File: config.mk
export PLATFORM = sky130hd
export DESIGN_NAME = state_timer
export DESIGN_NICKNAME = d
export VERILOG_FILES = /design/src/rtl/state_timer.sv
export SDC_FILE = /design/constraint.sdc
export NUM_CORES = 1
export LEC_CHECK = 0
export ABC_AREA = 1
export BUFFER_PORTS_ARGS = -buffer_cell sky130_fd_sc_hd__buf_2
export CORE_MARGIN = 4
export CORE_UTILIZATION = 41
export CTS_BUF_LIST = sky130_fd_sc_hd__clkbuf_8 sky130_fd_sc_hd__clkbuf_16
export CTS_CLUSTER_SIZE = 16
export DETAILED_ROUTE_END_ITERATION = 12
export GPL_ROUTABILITY_DRIVEN = 0
export SLEW_MARGIN = 20
export SYNTH_ARGS = -nofsm -noshare
export SYNTH_HDL_FRONTEND = slang
export SYNTH_SLANG_ARGS = --single-unit
File: constraint.sdc
create_clock -name clk_i -period 1.84 [get_ports clk_i]
set_input_delay 0.368 -clock clk_i [delete_from_list [all_inputs] [get_ports clk_i]]
set_output_delay 0.368 -clock clk_i [all_outputs]
set_load 0.01 [all_outputs]
File: src/rtl/state_timer.sv
// Per-state dwell timer: reloads a millisecond countdown whenever the controller FSM changes
// state and returns a one-cycle expired pulse when the dwell time for that state has elapsed.
module state_timer #(
    parameter int unsigned CLK_FREQ_HZ  = 50000000,
    parameter int unsigned TICKS_PER_MS = CLK_FREQ_HZ / 1000,
    parameter int unsigned T_WIDTH      = 19,
    parameter int unsigned S_WIDTH      = 4
) (
    input  logic               clk_i,
    input  logic               rst_ni,
    input  logic [S_WIDTH-1:0] present_state_i,
    input  logic [T_WIDTH-1:0] t_i,
    output logic               expired_o,
    output logic               busy_o,
    output logic [T_WIDTH-1:0] remaining_ms_o
);

    localparam int unsigned PW = (TICKS_PER_MS > 1) ? $clog2(TICKS_PER_MS) : 1;
    localparam logic [PW-1:0] PrescLast = PW'(TICKS_PER_MS - 1);

    typedef enum logic [1:0] {
        StIdle,
        StLoad,
        StCount
    } fsm_e;

    fsm_e               fsm_q, fsm_d;
    logic [S_WIDTH-1:0] state_q, state_d;
    logic [PW-1:0]      presc_q, presc_d;
    logic [T_WIDTH-1:0] remaining_q, remaining_d;
    logic               expired_q, expired_d;
    logic               busy_q, busy_d;
    logic               chg;

    assign chg = (present_state_i != state_q);

    always_comb begin
        fsm_d       = fsm_q;
        state_d     = state_q;
        presc_d     = presc_q;
        remaining_d = remaining_q;
        busy_d      = busy_q;
        expired_d   = 1'b0;

        // A state change overrides whatever the countdown was doing, including its final tick.
        if (chg) begin
            state_d = present_state_i;
            fsm_d   = StLoad;
            busy_d  = 1'b1;
        end else begin
            unique case (fsm_q)
                StIdle: begin
                end
                StLoad: begin
                    remaining_d = t_i;
                    presc_d     = '0;
                    if (t_i == '0) begin
                        fsm_d  = StIdle;
                        busy_d = 1'b0;
                    end else begin
                        fsm_d = StCount;
                    end
                end
                StCount: begin
                    if (presc_q == PrescLast) begin
                        presc_d = '0;
                        if (remaining_q != '0) begin
                            remaining_d = remaining_q - 1'b1;
                        end
                        if (remaining_q <= T_WIDTH'(1)) begin
                            fsm_d     = StIdle;
                            busy_d    = 1'b0;
                            expired_d = (remaining_q == T_WIDTH'(1));
                        end
                    end else begin
                        presc_d = presc_q + 1'b1;
                    end
                end
                default: begin
                    fsm_d = StIdle;
                end
            endcase
        end
    end

    always_ff @(posedge clk_i) begin
        if (!rst_ni) begin
            fsm_q       <= StIdle;
            state_q     <= '0;
            presc_q     <= '0;
            remaining_q <= '0;
            expired_q   <= 1'b0;
            busy_q      <= 1'b0;
        end else begin
            fsm_q       <= fsm_d;
            state_q     <= state_d;
            presc_q     <= presc_d;
            remaining_q <= remaining_d;
            expired_q   <= expired_d;
            busy_q      <= busy_d;
        end
    end

    assign expired_o      = expired_q;
    assign busy_o         = busy_q;
    assign remaining_ms_o = remaining_q;

endmodule

After elaboration in Yosys (flattened, before gate mapping). Cells that the tools add are included.

Register bits: 43. Input bits: 25. Output and inout port bits: 21. Word-level logic and storage cells: 55.

$add $sub $neg: 2. Magnitude comparators: 1. Equal/unequal tests: 12. Mux-type cells: 15. Bitwise gates (word level): 6. Reduce and logical (&&, ||, !) cells: 12.

Operators by type and width (count): 19-bit two-way mux (2); 19-bit one-hot mux with 2 select lines (1); 16-bit one-hot mux with 2 select lines (1); 19-bit by 1-bit == test with 1-bit output, second input constant (1); 19-bit by 1-bit less-or-equal comparator with 1-bit output, second input constant (1); 19-bit logical NOT (1); 19-bit nonzero test (1); 19-bit by 1-bit subtractor with 19-bit output, second input constant (1); 16-bit by 1-bit adder with 16-bit output, second input constant (1); 16-bit == test, second input constant (1); 16-bit two-way mux (1); 3-bit != test, second input constant (3); 2-bit != test, second input constant (4); 4-bit AND reduction (2); 2-bit two-way mux (3); 1-bit NOT (6); 2-bit one-hot mux with 3 select lines (1); 3-bit AND reduction (2); 1-bit two-way mux (5); 5-bit OR reduction (1); 4-bit != test (1); 3-bit nonzero test (1); 2-bit by 1-bit == test with 1-bit output, second input constant (1); 2-bit == test, second input constant (1); 5 further kinds (5).

Longest topological paths before layout.
Word-level depth: 5. Depth in mapped cells: 11. Gate-level depth less buffers: 11.

Worst setup path before layout. Ideal clock, no wire load.

Path kind: flip-flop to flip-flop. Start point: register fsm_q[0]. End point: register remaining_q[7], in the netlist remaining_ms_o[7]. Library setup time: 117 ps. Data arrival time: 1433 ps. Data required time: 1723 ps. Slack: 291 ps. Stages on the path, launching flop included: 9. Path buffers: 2. Clock period less this slack: 1549 ps. Cells stage by stage: dfxtp_1 -> inv_1 -> ha_1 -> buf_2 -> inv_1 -> clkbuf_1 -> nor2_1 -> nor3_1 -> nor2_1.

Longest elaborated chain between the ends: 3. Elaborated cells on any way between the ends: 7. Those cells by class: eq/ne: 4; mux: 1; reduce/logical: 2.

Ends and longest elaborated chain: start: declaration (line 27) `fsm_e fsm_q, fsm_d;`; start signal: assignment (line 88) `fsm_q <= StIdle;`; start signal: assignment (line 95) `fsm_q <= fsm_d;`; 2-bit == test / 2-bit by 1-bit == test with 1-bit output (equally long branches) (line 51) `unique case (fsm_q)`; 2-bit != test (no source line) / 2-bit nonzero test (equally long branches); 4-bit AND reduction (no source line); end signal: assignment (line 98) `remaining_q <= remaining_d;`; end: declaration (line 30) `logic [T_WIDTH-1:0] remaining_q, remaining_d;`.

Parallel ways exist; a longest one is shown, timed or not. A chain may end at the register's enable or synchronous reset.

Worst setup path after layout.
Start point: register remaining_q[0], in the netlist remaining_ms_o[0]. End point: register remaining_q[14], in the netlist remaining_ms_o[14].

Longest elaborated chain between the ends: 4. Elaborated cells on any way between the ends: 7. Those cells by class: add/sub: 1; eq/ne: 1; mux: 3; reduce/logical: 2.

Ends and longest elaborated chain: 19-bit by 1-bit subtractor with 19-bit output (line 68) `remaining_d = remaining_q - 1'b1;`; 19-bit two-way mux (line 67) `if (remaining_q != '0) begin`; 19-bit two-way mux (line 65) `if (presc_q == PrescLast) begin`; 19-bit one-hot mux with 2 select lines (line 51).

Parallel ways exist; a longest one is shown, timed or not. The select of a mux whose other input is x is not followed.

==> summary.txt <==
Yosys
  – Register area share after synthesis: 0.303
  – Synth Flop Type: dfxtp_1
  – Cell Area, Synth: 2840 um^2
  – Syn Inst Count: 465
  – Syn Nets: 497
  – EDFF count, synth: 0
  – FF+latch count, synth: 43
  – Synth cell types: 33
  – Synth warn: 0
  – Asr flop ratio synth: 0
  – Mapped Avg Cell Area: 6.11 um^2

Detailed routing
  – WL/cell: 13.1 um
  – First-pass DRT Iterations: 5
  – Vias post-DR: 3048
  – Final WL: 7930 um
  – Drt initial violations: 197
  – Residual DRC: 0
  – Post-route ant nets: 0
  – Detail-routed via count per cell: 5.04

Min path
  – Worst hold-check path type: primary input to flop

Timing
  – Worst Clk Skew: 0.00870 ns
  – Final hold vios: 0
  – Unrepaired setup endpoints after global routing: true
  – Minimum clock period: 1.73 ns
  – Slew @ Worst Pin: 0.389 ns
  – Relative slew slack: 0.741
  – Final period util: 0.941
  – Max Clock Freq: 577 MHz
  – Final Slew Violations: 0
  – Final setup viols: 0

Clocking
  – Setup bufs post-CTS: 0
  – Clock sinks: 43
  – CTS buffer count: 5
  – Clock transition at path regs: 0.09 ns
  – Root Buffer: clkbuf_8
  – CTS Buffer Depth: 2
  – CTS tree: built
  – Cts hold-fix bufs: 0
  – Worst skew pair latency: 0.30 ns
  – H-tree lvl count: 2

Floorplan
  – FP Rows: 30
  – I/O pin count: 46
  – Die Span Y: 91.2 um
  – Initial core utilization: 0.420
  – Die area: 8320 um^2
  – Die width: 91.2 um
  – CORE AREA: 6760 um^2

Finish
  – Commonest cells after routing, fill and taps aside: nand2_1, nor2_1, inv_1
  – Layout cells sized above 1: 0.196
  – Fill cells: 726
  – Area growth, synth to finish: 17.8%
  – Non-filler cells, final: 605
  – Core Util, Final: 0.495
  – Multi-input gate area: 1710 um^2
  – Most common cell after layout, fill and taps aside: nand2_1
  – Final nets: 556
  – Inserted Diodes: 0
  – Storage cell area: 861 um^2

Global route
  – Grt total ovfl: 0
  – Total Routing Usage GR: 0.194
  – Largest net degree at the start of global routing: 24
  – Vias in the first global route: 2713
  – Initial antenna violation count: 0
  – First-pass GRT wire length: 13100 um

Pwr
  – Static Leakage: 0.00160 uW
  – Power per Cell Area: 581 nW/um^2
  – Peak supply drop: 0.279 mV

Placed design
  – DP Cell Count: 597
  – IO buf count: 45
  – DP HPWL: 6010 um

Worst setup path
  – Crit-path slowest cell: dfxtp_1
  – CP Launch Type: flop
  – Most used cell, CP: nand2_1
  – Crit-path max FO: 5
  – CP Class: flop to flop
  – Worst stage delay on the critical path: 0.35 ns
  – Critical Path, Cell by Cell: inv_1, ha_1, nand2_1, nor2_2, nand2_1, nand2_1, nand4_1, nand2_1, inv_1, nor2_1
  – Worst endpoint required time: 2.08 ns
  – Crit. End Element: flop
  – Worst Path Arrival: 1.97 ns

Status
  – Status: finished, final reports clean

Run
  – Max-Cap Viols: 0
metal layers:
metal,track usage,vias to the layer above,wire [um]
met3,0.0381,16,461
met1,0.265,1362,3790
met2,0.306,96,3500
met4,0.0653,0,180
li1,-,1574,-
met5,0,-,0
synth_stat cells (all sizes together) (4+ instances only):
library cell  instances  share of area
nand2               151           0.21
nor2                 88           0.12
inv                  52          0.070
dfxtp                43           0.30
nand3                28          0.059
a21oi                27          0.057
nor3                 12          0.021
o21ai                10          0.018
xor2                 10          0.031
nand4                 8          0.018
clkbuf                7         0.0093
ha                    7          0.031
buf                   6          0.018
o22ai                 4         0.0088
final timing paths:
check        slack (ns)          startpoint  depth (start not counted)                 end
min                0.27  present_state_i[1]                          3          state_q[1]
max reg2reg        0.11   remaining_ms_o[0]                         10  remaining_ms_o[14]
max                0.11   remaining_ms_o[0]                         10  remaining_ms_o[14]
min reg2reg        0.46              busy_o                          2              busy_o
state kept, by name, indices dropped and copies added, names as in the netlist:
register and flops:
state_q 4, expired_o 1, presc_q 16, remaining_ms_o 19, busy_o 1, fsm_q 2
cells by family after synthesis:
family | after synthesis | share of synthesized area
AND/OR/NAND/NOR | 293 | 0.440
flip-flops | 43 | 0.303
buffers and inverters | 66 | 0.0982
adder cells (fa/ha/maj) | 7 | 0.0308
XOR/XNOR | 12 | 0.0370
AO/OA/AOI/OAI | 44 | 0.0908
power breakdown:
part,switching [uW],internal (uW),leakage [uW],total (uW)
clock network,347,260,0.0000453,607
registers,15.5,948,0.000349,963
logic,236,135,0.00121,371
through the flow:
stage / power, uW / instance area, um^2 / setup WS, ns / hold WS [ns] / TNS [ns]
CTS: 1950 / 3340 / 0.0864 / 0.263 / 0
floorplan: 1230 / 2840 / 0.291 / 0.457 / 0
detailed placement: 1350 / 3250 / 0.104 / 0.458 / 0
global placement: 1350 / 3250 / 0.100 / 0.457 / 0
global route: 2060 / 3340 / -0.0142 / 0.274 / -0.0142
finish: 1940 / 3340 / 0.108 / 0.268 / 0
critical path: cells and delay by family (launching register included):
kind,cells,cell delay (ns)
adders and majority gates,1,0.22
DFF,1,0.35
and+or+nand+nor,7,0.94
buffers and inverters,2,0.16
area by class of cell:
cell class | instances | share of cell area
flip-flops and latches | 43 | 0.257
clock buffers | 5 | 0.0206
repair buffers | 65 | 0.116
clock inverters | 3 | 0.00486
inverters | 53 | 0.0606
multi-input cells | 356 | 0.511
well taps | 80 | 0.0299
repair_timing:
action                                  4_1_cts  5_1_grt
resized for setup                             0        3
hold endpoints to repair                      0        0
endpoints found under the setup margin        0        7
Note: power is estimated with default switching activity, not from simulation.
